$ cat src/rtl/chance_looper_n.sv
// rtl/chance_looper_n.sv - stop-the-counter game: sums counter values captured on stop edges over ROUNDS rounds
module chance_looper_n #(
    parameter int CNT_W  = 4,
    parameter int ROUNDS = 3,
    parameter int SUM_W  = 7,
    parameter int SAT    = 1
) (
    input  logic                            clk,
    input  logic                            reset,
    input  logic                            start,
    input  logic                            stop,
    output logic [SUM_W-1:0]                answer,
    output logic                            valid,
    output logic                            busy,
    output logic                            done,
    output logic [$clog2(ROUNDS+1)-1:0]     round_cnt
);

    localparam int RW = $clog2(ROUNDS + 1);
    localparam int AW = SUM_W + CNT_W + 1;

    typedef enum logic [1:0] {IDLE, RUN, DONE} state_t;

    state_t           state, state_nxt;
    logic [CNT_W-1:0] cnt;
    logic             stop_q;
    logic             stop_edge;
    logic [SUM_W-1:0] sum, sum_nxt, sum_add, answer_nxt;
    logic [RW-1:0]    round_nxt, round_inc;
    logic             valid_nxt;
    logic [AW-1:0]    add_full;

    assign stop_edge = stop & ~stop_q;
    assign round_inc = round_cnt + 1'b1;
    assign add_full  = AW'(sum) + AW'(cnt);

    // Extra headroom in add_full lets overflow be detected before clamping or truncating.
    always_comb begin
        sum_add = add_full[SUM_W-1:0];
        if ((SAT != 0) && (add_full > AW'({SUM_W{1'b1}}))) begin
            sum_add = '1;
        end
    end

    always_ff @(posedge clk or posedge reset) begin
        if (reset) begin
            state <= IDLE;
        end else begin
            state <= state_nxt;
        end
    end

    // Start always wins over a coincident stop edge, so it is tested first in RUN.
    always_comb begin
        state_nxt  = state;
        sum_nxt    = sum;
        round_nxt  = round_cnt;
        answer_nxt = answer;
        valid_nxt  = 1'b0;
        case (state)
            IDLE: begin
                if (start) begin
                    state_nxt = RUN;
                    sum_nxt   = '0;
                    round_nxt = '0;
                end
            end
            RUN: begin
                if (start) begin
                    sum_nxt   = '0;
                    round_nxt = '0;
                end else if (stop_edge) begin
                    sum_nxt   = sum_add;
                    round_nxt = round_inc;
                    if (round_inc == RW'(ROUNDS)) begin
                        answer_nxt = sum_add;
                        valid_nxt  = 1'b1;
                        state_nxt  = DONE;
                    end
                end
            end
            DONE: begin
                if (start) begin
                    state_nxt = RUN;
                    sum_nxt   = '0;
                    round_nxt = '0;
                end
            end
            default: state_nxt = IDLE;
        endcase
    end

    always_ff @(posedge clk or posedge reset) begin
        if (reset) begin
            cnt       <= '0;
            stop_q    <= 1'b0;
            sum       <= '0;
            round_cnt <= '0;
            answer    <= '0;
            valid     <= 1'b0;
            busy      <= 1'b0;
            done      <= 1'b0;
        end else begin
            cnt       <= stop ? cnt : cnt + 1'b1;
            stop_q    <= stop;
            sum       <= sum_nxt;
            round_cnt <= round_nxt;
            answer    <= answer_nxt;
            valid     <= valid_nxt;
            busy      <= (state_nxt == RUN);
            done      <= (state_nxt == DONE);
        end
    end

endmodule

$ cat config.mk
export PLATFORM = sky130hd
export DESIGN_NAME = chance_looper_n
export DESIGN_NICKNAME = d
export VERILOG_FILES = /design/src/rtl/chance_looper_n.sv
export SDC_FILE = /design/constraint.sdc
export NUM_CORES = 1
export LEC_CHECK = 0
export ABC_AREA = 1
export CAP_MARGIN = 10
export CORE_MARGIN = 2
export CORE_UTILIZATION = 30
export DETAILED_ROUTE_END_ITERATION = 10
export GPL_TIMING_DRIVEN = 1
export PLACE_DENSITY = 0.58
export SYNTH_ARGS = -nofsm -noshare
export SYNTH_HDL_FRONTEND = slang
export SYNTH_SLANG_ARGS = --single-unit
$ cat constraint.sdc
create_clock -name clk -period 2.05 [get_ports clk]
set_input_delay 0.3075 -clock clk [delete_from_list [all_inputs] [get_ports clk]]
set_output_delay 0.3075 -clock clk [all_outputs]
set_load 0.01 [all_outputs]
; Word-level counts from Yosys, hierarchy flattened
; Cells that the tools add are included.
[totals]
ff_bits = 26
output_inout_bits = 12
latch_bits = 0
rom_bits = 0
word_cells = 46
ram_bits = 0
memories = 0
inputBits = 4
[op_classes]
reduce_logical = 5
n_lt_le_gt_ge = 1
n_mux = 18
div_mod_pow = 0
n_eq_ne = 7
n_bitwise = 3
n_mul = 0
shifts = 0
n_addsub = 3
[op_table]
columns = operator, count
row1 = 7-bit two-way mux, 4
row2 = 2-bit two-way mux, 7
row3 = 7-bit one-hot mux with 2 select lines, 1
row4 = 7-bit by 4-bit adder with 8-bit output, 1
row5 = 8-bit by 7-bit > comparator with 1-bit output (second input constant), 1
row6 = 2-bit one-hot mux with 2 select lines, 2
row7 = 2-bit == test (second input constant), 3
row8 = 4-bit by 1-bit adder with 4-bit output (second input constant), 1
row9 = 2-bit by 1-bit == test with 1-bit output (second input constant), 2
row10 = 1-bit two-way mux, 4
row11 = 4-bit AND reduction, 1
row12 = 3-bit inequality test (second input constant), 1
row13 = 3-bit AND reduction, 1
row14 = 2-bit by 1-bit adder with 2-bit output (second input constant), 1
row15 = 2-bit zero test, 1
row16 = 2-bit by 1-bit inequality test with 1-bit output (second input constant), 1
row17 = 1-bit inverter, 2
row18 = 2-bit nonzero test, 1
row19 = 2-bit OR reduction, 1
row20 = 1-bit AND, 1

; Longest topological paths before layout
; Gate-level depths: netlist of the first run.
[depth]
depth_word = 7
depth_mapped = 11
mapped_depth_nobuf = 11

; Worst setup path before layout of the first run
; No wires, ideal clock.
[synth_path]
path_kind = reg-to-reg
from = register cnt[2]
to = register answer[3]
arrival_time_ns = 1.436
required_ns = 1.934
period_less_slack_ns = 1.553
stages_incl_launch_ff = 9
path_slack_ns = 0.497
setup_time_ns = 0.116
n_path_buf = 0
path_cell_list = dfrtp_1 ha_1 or2_1 nand3_1 nand2_1 inv_1 nand2_1 nand2_1 nand2_1
[synth_via]
elab_chain_cells = 3
[synth_rtl]
columns = item, line
row1 = from (decl), 25  ; logic [CNT_W-1:0] cnt;
row2 = from (signal assigned), 104  ; cnt <= stop ? cnt : cnt + 1'b1;
row3 = 7-bit by 4-bit adder with 8-bit output *, 35  ; assign add_full = AW'(sum) + AW'(cnt);
row4 = 8-bit by 7-bit > comparator with 1-bit output, 40  ; if ((SAT != 0) && (add_full > AW'({SUM_W{1'b1}}))) begin
row5 = 7-bit two-way mux *, 40
row6 = to (signal assigned), 108  ; answer <= answer_nxt;
row7 = to (decl), 12  ; output logic [SUM_W-1:0] answer,
; Mark *: on every way between the ends. The rest lies on a longest branch, timed or not.
; A chain may end at the register's enable or synchronous reset.

; Final worst setup path of the first run
[layout_path]
from = register cnt[2]
to = register sum[2]
[layout_via]
elab_chain_cells = 6
[layout_rtl]
columns = item, line
row1 = 7-bit by 4-bit adder with 8-bit output *, 35
row2 = 8-bit by 7-bit > comparator with 1-bit output, 40
row3 = 7-bit two-way mux *, 40
row4 = 7-bit two-way mux *, 72  ; end else if (stop_edge) begin
row5 = 7-bit two-way mux *, 69  ; if (start) begin
row6 = 7-bit one-hot mux with 2 select lines *, 60  ; case (state)
row7 = to (signal assigned), 106  ; sum <= sum_nxt;
row8 = to (decl), 28  ; logic [SUM_W-1:0] sum, sum_nxt, sum_add, answer_nxt;
; Mark *: on every way between the ends. The rest lies on a longest branch, timed or not. The select of a mux whose other input is x is not followed.

==> results_dict.tcl, run 1 <==
set metrics [dict create \
    postLayoutCoreUtil_pct 37.41 \
    hold_path.class "primary input to async pin" \
    portBuffers 15 \
    max_slew_margin_pct 77.71 \
    cts.sinks 26 \
    grt_pass1_vias 1030 \
    setup_tns_ns 0 \
    grt_overflow_total 0 \
    final_cell_mix "nand2_1 (66), dfrtp_1 (26), inv_1 (17)" \
    cts_made_buffers 3 \
    dp_hpwl_um 1821 \
    totalWireLength_um 2404 \
    dr.pass1.iters 4 \
    status "complete, no violations" \
    antenna_found_initial 0 \
    num_io_pins 16 \
    grt_max_degree 27 \
    vias_per_cell 4.435 \
    drt-initial-drc-count 22 \
    die_area_um2 5018 \
    core_area_um2 4324 \
    cap_violations 0 \
    placed_area_um2 1563 \
    grt_use_total_pct 11.13 \
    critical_path_class "flip-flop to flip-flop" \
    gp_congestion 0.8003 \
    drive_above_1_share_pct 7.865 \
    clock_skew_ns 0.007010 \
    yosysSeqAreaShare_pct 48.55 \
    fin_crit_ns 1.751 \
    stdcell_area_um2 1618 \
    finalNonFillerCells 230 \
    irDropWorstVdd_mv 0.4454 \
    critPathMaxFanout 5 \
    cts_buffer_depth 2 \
    ys_ff_latch 26 \
    grt_pass1_wl_um 4485 \
    power.total_mw 1.443 \
    wl_met2_um 1163 \
    initial_utilization_pct 30.99 \
    crit_arrival_ns 1.93 \
    rows 24 \
    die_width_um 70.84 \
    synth-warning-count 0 \
    final_common_cell "nand2_1" \
    met1_length_um 1147 \
    die_h_um 70.84 \
    fin_ws_ns 0.2991 \
    dpl.cell_count 226 \
    hold_viol 0 \
    tightest_slew_ns 0.3344 \
    clk_latency_ns 0.28 \
    vias 1020 \
    fmax_mhz 571.2 \
    cts_tree "built" \
    cts_root_buffer "clkbuf_8" \
    syn_to_final_growth_pct 20.73 \
    finalCritPeriodShare_pct 85.41 \
    power_density_nw_per_um2 892.1 \
    synthCells 158 \
    ctsResizeCount 0 \
    p_leak_nw 0.8677 \
    wl_met3_um 79 \
    maxUsedRoutingLayer "met4" \
    post-cts-setup-buffers 0 \
    holdWs_ns 0.3765 \
    ant_nets 0 \
    rr_worst_depth 8 \
    wl_per_cell_um 10.45 \
    design.final.nets 190 \
    clk_pin_slew_ns 0.09 \
    syn_area_um2 1340 \
    critPathLaunchType "flip-flop" \
    setup_viol 0 \
    avgSynthCellArea_um2 8.481 \
    insertedDiodeCount 0 \
    drv_slew 0 \
    remaining_drc_errors 0 \
    cts_max_level 1 \
    required_ns 2.23 \
    ys_types 25 \
    cp-end-kind "flip-flop" \
    rsz0062_at_grt "false" \
    hold_buffers 0 \
    place_ws_ns 0.2680 \
    synthesis.nets 169 \
]
==> registers in the layout, summed over array words and instances, names as in the netlist <==
register	cells
round_cnt	2
stop_q	1
answer	7
sum	7
cnt	4
valid	1
state	2
busy	1
done	1
==> cells in the mapped netlist <==
master | n | area share [%]
o21ai_0 | 6 | 2.2
nand2_1 | 66 | 18
o21ai_1 | 1 | 0.37
a31oi_1 | 2 | 0.93
o31ai_1 | 1 | 0.56
or2_1 | 1 | 0.47
or2_4 | 1 | 0.65
nor2_8 | 1 | 1.5
nand3b_1 | 2 | 1.1
inv_2 | 1 | 0.28
clkinv_4 | 1 | 0.65
a21o_1 | 1 | 0.56
fa_1 | 1 | 1.5
xor2_1 | 2 | 1.3
nand3_2 | 1 | 0.75
ha_1 | 6 | 5.6
nor2_4 | 1 | 0.84
dfrtp_1 | 26 | 49
nand2_4 | 2 | 1.7
inv_1 | 17 | 4.8
nor2_1 | 6 | 1.7
nand3_1 | 7 | 2.6
xnor2_1 | 2 | 1.3
o21ai_2 | 1 | 0.65
nand4_1 | 2 | 0.93
==> worst max-delay path, cell delays in order (launching register included) <==
cell and delay [ns]:
dfrtp_1 0.42, ha_1 0.37, or2_1 0.29, nand3_1 0.10, nand2_1 0.12, inv_1 0.15
nand2_1 0.10, nand2_1 0.07, nand2_1 0.04
==> worst paths after layout <==
check	startpoint	endpoint	slack, ns
max in group asynchronous	reset	sum[0]	1.42
min reg2reg	answer[3]	answer[3]	0.49
min	reset	cnt[3]	0.38
max reg2reg	cnt[2]	sum[2]	0.30
max	cnt[2]	sum[2]	0.30
min in group clk	answer[3]	answer[3]	0.49
==> logic make-up after synthesis <==
kind of cell,Yosys count,synth area share (%)
fa+ha+maj,7,7.096
simple gates,90,30.72
flops,26,48.55
compound gates,12,5.322
xor+xnor,4,2.615
buf+inv,19,5.695
==> cell type report <==
type	count	area, um^2
tap	52	65.06
multi-input combinational	113	613.1
clock buffer	4	55.05
timing repair buffer	16	157.7
fill	450	2706
inverter	19	76.32
sequential	26	650.6
==> power by group <==
group          leakage [nW]  internal, mW  switching [mW]
combinational         0.500         0.196           0.249
sequential            0.339         0.593          0.0668
clock                0.0288         0.172           0.167
total                 0.868         0.961           0.482
==> metal layers <==
layer,global-route usage (%),vias up
met5,0,-
met4,2.516,0
met3,3.419,2
met2,19.00,12
met1,13.90,467
li1,-,539
(Power assumes the default switching activity.)
==> run 2, diff against run 1 <==
--- a/config.mk
+++ b/config.mk
@@ -8,10 +8,10 @@
 export ABC_AREA = 1
 export CAP_MARGIN = 10
 export CORE_MARGIN = 2
-export CORE_UTILIZATION = 30
+export CORE_UTILIZATION = 25
 export DETAILED_ROUTE_END_ITERATION = 10
 export GPL_TIMING_DRIVEN = 1
-export PLACE_DENSITY = 0.58
+export PLACE_DENSITY = 0.52
 export SYNTH_ARGS = -nofsm -noshare
 export SYNTH_HDL_FRONTEND = slang
 export SYNTH_SLANG_ARGS = --single-unit
==> results_dict.tcl, run 2 (same netlist as run 1, synthesis figures left out) <==
set metrics [dict create \
    critPathLaunchType "flip-flop" \
    vias 1018 \
    cts_tree "built" \
    final_cell_mix "nand2_1 (66), dfrtp_1 (26), inv_1 (17)" \
    totalWireLength_um 2569 \
    clk_pin_slew_ns 0.09 \
    ant_nets 0 \
    finalNonFillerCells 248 \
    hold_buffers 0 \
    die_area_um2 5961 \
    ctsResizeCount 0 \
    hold_path.class "primary input to async pin" \
    power_density_nw_per_um2 883.5 \
    fmax_mhz 566.7 \
    wl_per_cell_um 10.36 \
    dr.pass1.iters 4 \
    cts_root_buffer "clkbuf_8" \
    required_ns 2.23 \
    hold_viol 0 \
    grt_pass1_vias 983 \
    max_slew_margin_pct 78.09 \
    p_leak_nw 0.8677 \
    final_common_cell "nand2_1" \
    tightest_slew_ns 0.3286 \
    placed_area_um2 1585 \
    reg_top3 "answer: 7 flops, sum: 7 flops, cnt: 4 flops" \
    stdcell_area_um2 1640 \
    portBuffers 15 \
    irDropWorstVdd_mv 0.3041 \
    drt-initial-drc-count 40 \
    post-cts-setup-buffers 0 \
    insertedDiodeCount 0 \
    cts_made_buffers 3 \
    cts.sinks 26 \
    dpl.cell_count 244 \
    grt_max_degree 27 \
    critical_path_class "flip-flop to flip-flop" \
    cts_max_level 1 \
    clk_latency_ns 0.27 \
    status "complete, no violations" \
    die_width_um 77.21 \
    antenna_found_initial 0 \
    vias_per_cell 4.105 \
    cp-end-kind "flip-flop" \
    finalCritPeriodShare_pct 86.08 \
    clock_skew_ns 0.001165 \
    drive_above_1_share_pct 7.865 \
    grt_pass1_wl_um 4540 \
    drv_slew 0 \
    die_h_um 77.21 \
    setup_tns_ns 0 \
    remaining_drc_errors 0 \
    dp_hpwl_um 1975 \
    syn_to_final_growth_pct 22.41 \
    rows 26 \
    grt_use_total_pct 9.579 \
    num_io_pins 16 \
    cap_violations 0 \
    postLayoutCoreUtil_pct 31.91 \
    power.total_mw 1.449 \
    grt_overflow_total 0 \
    r2r-start "cnt[2]" \
    cts_buffer_depth 2 \
    fin_crit_ns 1.765 \
    rsz0062_at_grt "false" \
    initial_utilization_pct 26.07 \
    cp-startpoint "cnt[2]" \
    critPathMaxFanout 5 \
    crit_arrival_ns 1.94 \
    design.final.nets 190 \
    gp_congestion 0.7991 \
    core_area_um2 5140 \
    setup_viol 0 \
]
==> run 2: cell counts in the layout (fill, tap and decap cells not counted) <==
Identical to the previous run, type by type.
==> run 2: metal layers <==
metal,part of all wire (%),track usage (%),vias to the layer above
li1,-,-,535
met1,50,12.23,465
met2,46,16.09,14
met3,3.4,2.706,4
met4,0.62,2.143,0
met5,0,0,-
==> run 2: per-stage QoR <==
step,setup slack [ns],hold slack [ns]
after floorplan,0.4971,0.3389
after global placement,0.2287,0.4647
after detailed placement,0.2169,0.4657
after CTS,0.2738,0.3971
after global routing,0.1191,0.4313
final,0.2853,0.3846
==> run 2: cell type report <==
class                   instances  area, um^2
inverters                      19       76.32
repair buffers                 16       157.7
fillers                       568        3500
flip-flops and latches         26       650.6
multi-input cells             113       613.1
clock buffers                   4       55.05
well taps                      70       87.58
==> run 2: path summary, 6_finish.rpt <==
check | end | slack (ns) | cells past startpoint
worst max-delay path | sum[6] | 0.29 | 8
worst min-delay path | state[1] | 0.38 | 3
worst max register to register | sum[6] | 0.29 | 8
worst min register to register | answer[2] | 0.49 | 2
max in group asynchronous | cnt[2] | 1.42 | 3
min in group clk | answer[2] | 0.49 | 2
==> run 2: critical path, cell delays in order, from the launching register on <==
cell and delay, ns:
dfrtp_1 0.42, ha_1 0.36, or2_1 0.29, nand3_1 0.09
nand2_1 0.13, inv_1 0.15, nand2_1 0.11, nand2_1 0.07
nand2_1 0.05
==> run 2: power breakdown <==
part           total, mW  leakage (nW)  switching, mW  internal [mW]
combinational      0.446         0.500          0.251          0.195
sequential         0.660         0.339         0.0667          0.593
clock              0.343        0.0288          0.171          0.172
==> run 3, diff against run 2 <==
--- a/config.mk
+++ b/config.mk
@@ -9,9 +9,11 @@
 export CAP_MARGIN = 10
 export CORE_MARGIN = 2
 export CORE_UTILIZATION = 25
+export CTS_CLUSTER_DIAMETER = 120
 export DETAILED_ROUTE_END_ITERATION = 10
 export GPL_TIMING_DRIVEN = 1
 export PLACE_DENSITY = 0.52
+export SKIP_CTS_REPAIR_TIMING = 1
 export SYNTH_ARGS = -nofsm -noshare
 export SYNTH_HDL_FRONTEND = slang
 export SYNTH_SLANG_ARGS = --single-unit
==> results of run 3 <==
Same layout as run 2: the final DEF is identical, and so are final timing and power.
